[src/rtl/step_pulse_shaper.sv]
// step_pulse_shaper: per-axis step/dir pin driver enforcing setup, high and low widths
module step_pulse_shaper #(
  parameter int CNT_W         = 16,
  parameter int DIR_SETUP_CYC = 100,
  parameter int STEP_HIGH_CYC = 100,
  parameter int STEP_LOW_CYC  = 100,
  parameter int POS_W         = 32,
  parameter bit EN_ACTIVE_LOW = 1'b1
) (
  input  logic             osc_clk,
  input  logic             rst_n,
  input  logic             step_req,
  input  logic             dir_req,
  input  logic             enable_in,
  input  logic             clr_overrun,
  input  logic             pos_load,
  input  logic [POS_W-1:0] pos_value,
  output logic             motor_step,
  output logic             motor_dir,
  output logic             motor_enable,
  output logic             busy,
  output logic             overrun,
  output logic [POS_W-1:0] position
);
  localparam logic [1:0] IDLE  = 2'd0;
  localparam logic [1:0] SETUP = 2'd1;
  localparam logic [1:0] HIGH  = 2'd2;
  localparam logic [1:0] LOW   = 2'd3;
  localparam logic [CNT_W-1:0] C_DS = CNT_W'(DIR_SETUP_CYC - 1);
  localparam logic [CNT_W-1:0] C_SH = CNT_W'(STEP_HIGH_CYC - 1);
  localparam logic [CNT_W-1:0] C_SL = CNT_W'(STEP_LOW_CYC - 1);
  localparam logic EN_OFF = EN_ACTIVE_LOW;
  logic [1:0]       state, nstate;
  logic [CNT_W-1:0] cnt;
  logic             pend, pend_dir, pend_n;
  logic             last_low, take_pend, acc_new, start, sdir, store, drop, rise;
  logic [POS_W-1:0] delta;
  // accept/buffer decisions and next state; a pending request is consumed only
  // at the end of LOW, and a request arriving with the slot full is dropped
  always_comb begin
    last_low  = (state == LOW) && (cnt == '0);
    take_pend = last_low && pend && enable_in;
    acc_new   = enable_in && step_req && ((state == IDLE) || (last_low && !pend));
    start     = take_pend || acc_new;
    sdir      = take_pend ? pend_dir : dir_req;
    store     = enable_in && step_req && !acc_new && !pend;
    drop      = enable_in && step_req && !acc_new && pend;
    pend_n    = !enable_in ? 1'b0 : store ? 1'b1 : take_pend ? 1'b0 : pend;
    nstate    = state;
    case (state)
      IDLE:    nstate = start ? ((sdir != motor_dir) ? SETUP : HIGH) : IDLE;
      SETUP:   nstate = !enable_in ? IDLE : (cnt == '0) ? HIGH : SETUP;
      HIGH:    nstate = (cnt == '0) ? LOW : HIGH;
      default: nstate = !last_low ? LOW : start ? ((sdir != motor_dir) ? SETUP : HIGH) : IDLE;
    endcase
    rise  = (nstate == HIGH) && (state != HIGH);
    delta = motor_dir ? POS_W'(1) : {POS_W{1'b1}};
  end
  // state register and timing counter, reloaded with N-1 on every state entry
  always_ff @(posedge osc_clk or negedge rst_n) begin
    if (!rst_n) begin
      state <= IDLE;
      cnt   <= '0;
    end else begin
      state <= nstate;
      if (nstate != state)
        cnt <= (nstate == SETUP) ? C_DS : (nstate == HIGH) ? C_SH : C_SL;
      else if (cnt != '0)
        cnt <= cnt - CNT_W'(1);
    end
  end
  // registered pins; dir only ever moves on an accept, so hold covers the LOW phase
  always_ff @(posedge osc_clk or negedge rst_n) begin
    if (!rst_n) begin
      motor_step   <= 1'b0;
      motor_dir    <= 1'b0;
      motor_enable <= EN_OFF;
      busy         <= 1'b0;
    end else begin
      motor_step   <= (nstate == HIGH);
      motor_dir    <= start ? sdir : motor_dir;
      motor_enable <= EN_ACTIVE_LOW ? ~enable_in : enable_in;
      busy         <= (nstate != IDLE) || pend_n;
    end
  end
  // one-deep pending slot and sticky overrun flag (a drop beats a same-cycle clear)
  always_ff @(posedge osc_clk or negedge rst_n) begin
    if (!rst_n) begin
      pend     <= 1'b0;
      pend_dir <= 1'b0;
      overrun  <= 1'b0;
    end else begin
      pend     <= pend_n;
      pend_dir <= store ? dir_req : pend_dir;
      overrun  <= drop ? 1'b1 : clr_overrun ? 1'b0 : overrun;
    end
  end
  // position counts on each rising step edge; an explicit load overrides it
  always_ff @(posedge osc_clk or negedge rst_n) begin
    if (!rst_n) position <= '0;
    else position <= pos_load ? pos_value : rise ? position + delta : position;
  end
endmodule

[config.mk]
export PLATFORM = sky130hd
export DESIGN_NAME = step_pulse_shaper
export DESIGN_NICKNAME = d
export VERILOG_FILES = /design/src/rtl/step_pulse_shaper.sv
export SDC_FILE = /design/constraint.sdc
export NUM_CORES = 1
export LEC_CHECK = 0
export BUFFER_PORTS_ARGS = -buffer_cell sky130_fd_sc_hd__buf_2
export CAP_MARGIN = 30
export CORE_MARGIN = 2
export CORE_UTILIZATION = 25
export DETAILED_ROUTE_END_ITERATION = 16
export PLACE_DENSITY = 0.45
export SLEW_MARGIN = 20
export SYNTH_ARGS = -nofsm -noshare
export SYNTH_HDL_FRONTEND = slang
export SYNTH_SLANG_ARGS = --single-unit
[constraint.sdc]
create_clock -name osc_clk -period 4.4 [get_ports osc_clk]
set_input_delay 0.22 -clock osc_clk [delete_from_list [all_inputs] [get_ports osc_clk]]
set_output_delay 0.22 -clock osc_clk [all_outputs]
set_load 0.05 [all_outputs]
==> run metrics <==
share of layout cells above drive strength 1 19.2%; Hold Crit Class in2async; DP Wirelength 9.68 mm; Yosys cell types 63; PortBufs 75; crit path cell chain inv_1, ha_1, a2111oi_0, o21ai_0, a22oi_1, o21ai_1, a21oi_1, o21ai_0, and4b_1, nor4_1; status finished, final reports clean; Final Skew 8.99 ps; final worst path period need 3650 ps; depth of the most critical reg-to-reg path 10; sequential area share after synthesis 32.2%; Yosys reg bits 57; I/O pins 76; antenna cells 0; maximum vdd drop 0.000216 V; Initial Util 25.6%; Clock transition at path regs 60 ps; setup repair bufs after CTS 0; final net count 680; Syn Nets 607; Slew headroom 46.7%; Synth async-reset ratio 100%; antenna-violating nets left 0; clk sinks 57; dpl ws 668 ps; Pre-antenna DRT Iters 4; Num CTS Buffers 9; pin count of the biggest net entering global routing 58; Worst Setup Path Type reg2reg; H-Tree Depth 3; Gate Count Post-Synth 535; Sw Share 45.8%; Power, Total 3.19 mW; wire length per cell 15.4 um; fin crit share 83.0%; Combinational Power Share 52.8%; Resize count post-CTS 0; Synth area leader dfrtp_1; Die Span Y 137 um; PnR worst setup slack 749 ps; ranking of synthesized cells by area dfrtp_1 32%, ha_1 9.0%, a21oi_1 6.4%; first-pass GRT wire length 20.6 mm; MaxCap Viol Count 0; Mapped Area 4430 um^2; Die Area 18800 um^2; commonest non-fill, non-tap cell in the layout buf_2; Routed WL 12.9 mm; pwr dens 595 nW/um^2; CP max stage delay 500 ps; measured slew at the worst slew-check pin 799 ps; Synth Area per Inst 8.29 um^2; area grow syn2layout 20.9%; Via-to-Cell Ratio 5.03; detailed-route DRC error count 0; vias after detailed routing 4211; Worst Setup End Kind flop; CP dominant cell by count o21ai_0; Crit Path Max Fanout 17; share of the synthesized area in the top cell type 31.6%; Worst Path Required 4650 ps; Rows 48; Reg power frac 24.8%; number of enable flip-flop cells after synthesis 0; Ys Warns 0; Max Clock Freq 274 MHz; internal power 1.73 mW; Worst EP arrival 3900 ps; DIE WIDTH 137 um; placer congestion estimate 0.857; Startpoint Class flop; most frequent cells in the layout 75 x buf_2, 57 x a21oi_1, 56 x dfrtp_1; Clock power frac 22.5%; Final Hold Viols 0; ys flop type dfrtp_1; vias in the first global route 4110; maximum clock path buffer count 2; CTS root buf clkbuf_16; slowest cell on the critical path inv_1; core area 17300 um^2; # hold bufs at CTS 0; total grt overflow 0; P_leak 2.31 nW; Psw 1.46 mW; CTS tree built; count of pins over their slew limit 0; initial antenna violation count 0; initial drt markers 282; final setup fails 0; Fin Setup TNS 0 ps; GRT Total Usage 14.1%; latest clock arrival within the worst-skew pair 340 ps; unrepaired setup endpoints after global routing no
[cells by family (layout without fill, tap and decap cells)]
group                      after synthesis  in the layout  share of synthesized area, %
buffers and inverters                   46            124                          4.35
AOI/OAI and AO/OA                      165            165                          22.9
DFF                                     57             57                          32.2
and+or+nand+nor                        196            196                          23.1
muxes                                   10             10                          2.48
adders and majority gates               33             33                          9.48
xor gates and xnor gates                28             28                          5.53
[layout make-up]
class                   count  area, um^2
flip-flops and latches     57        1430
clock inverters             5        55.1
multi-input cells         432        2820
well taps                 225         282
inverters                  25        93.8
repair buffers             83         439
clock buffers              11         243
fillers                  1911       11900
[metrics by stage]
step	instance area [um^2]	hold slack [ps]	instances	utilization (%)
floorplan	4430	-75.6	535	-
global placement	5040	442	821	29.2
detailed placement	5050	438	821	29.2
CTS	5350	68.1	837	30.9
global route	5360	103	838	31.0
finish	5360	42.5	838	31.0
[cell usage after synthesis, types with 4 or more instances]
| cell type | count |
|---|---|
| a21oi_1 | 57 |
| o21ai_1 | 4 |
| ha_1 | 32 |
| or3_1 | 10 |
| dfrtp_1 | 56 |
| nor4_1 | 11 |
| xor2_1 | 13 |
| o21ai_0 | 39 |
| xnor2_1 | 15 |
| nor2_1 | 50 |
| o21a_1 | 6 |
| clkbuf_1 | 14 |
| nand3_1 | 10 |
| a21o_1 | 9 |
| nand4_1 | 7 |
| nor3_1 | 18 |
| and3_1 | 7 |
| nand2_1 | 44 |
| buf_2 | 4 |
| nand2b_1 | 8 |
| mux2_2 | 8 |
| nand3b_1 | 5 |
| a211oi_1 | 15 |
| nor2b_1 | 9 |
| inv_1 | 25 |
[critical path: cells and delay by family, from the launching register on]
| family | cells | cell delay [ps] |
|---|---|---|
| fa+ha+maj | 1 | 400 |
| flops | 1 | 430 |
| simple gates | 2 | 450 |
| buf+inv | 1 | 500 |
| compound gates | 6 | 1770 |
[registers in the layout, indices dropped and copies added, names as in the netlist]
register / cells
motor_dir: 1
motor_step: 1
state: 2
pend: 1
cnt: 16
pend_dir: 1
motor_enable: 1
busy: 1
position: 32
overrun: 1
[final timing paths]
check                               end  slack, ps          from
setup / recovery           position[30]        750     motor_dir
hold / removal             position[21]         40         rst_n
setup reg to reg           position[30]        750     motor_dir
hold reg to reg                 overrun        490       overrun
max in group asynchronous       overrun       3820         rst_n
min in group osc_clk        position[8]        100  pos_value[8]
[routing by layer]
layer  GRT usage [%]  vias up  share of wire [%]  routed length (um)
li1                -     2108                  -                   -
met1            18.4     2009                 47                6140
met2            23.1       83                 47                6020
met3            3.48       11                4.8                 618
met4            4.12        0                1.2                 155
met5               0        -                  0                   0
[power by group through the flow]
stage,Sequential (mW),Clock (mW),Combinational (mW)
final,0.790,0.716,1.68
after global routing,0.812,0.761,1.88
after CTS,0.791,0.738,1.68
after detailed placement,0.798,0,1.68
after global placement,0.797,0,1.67
after floorplan,0.903,0,1.16
(Power assumes the default switching activity.)
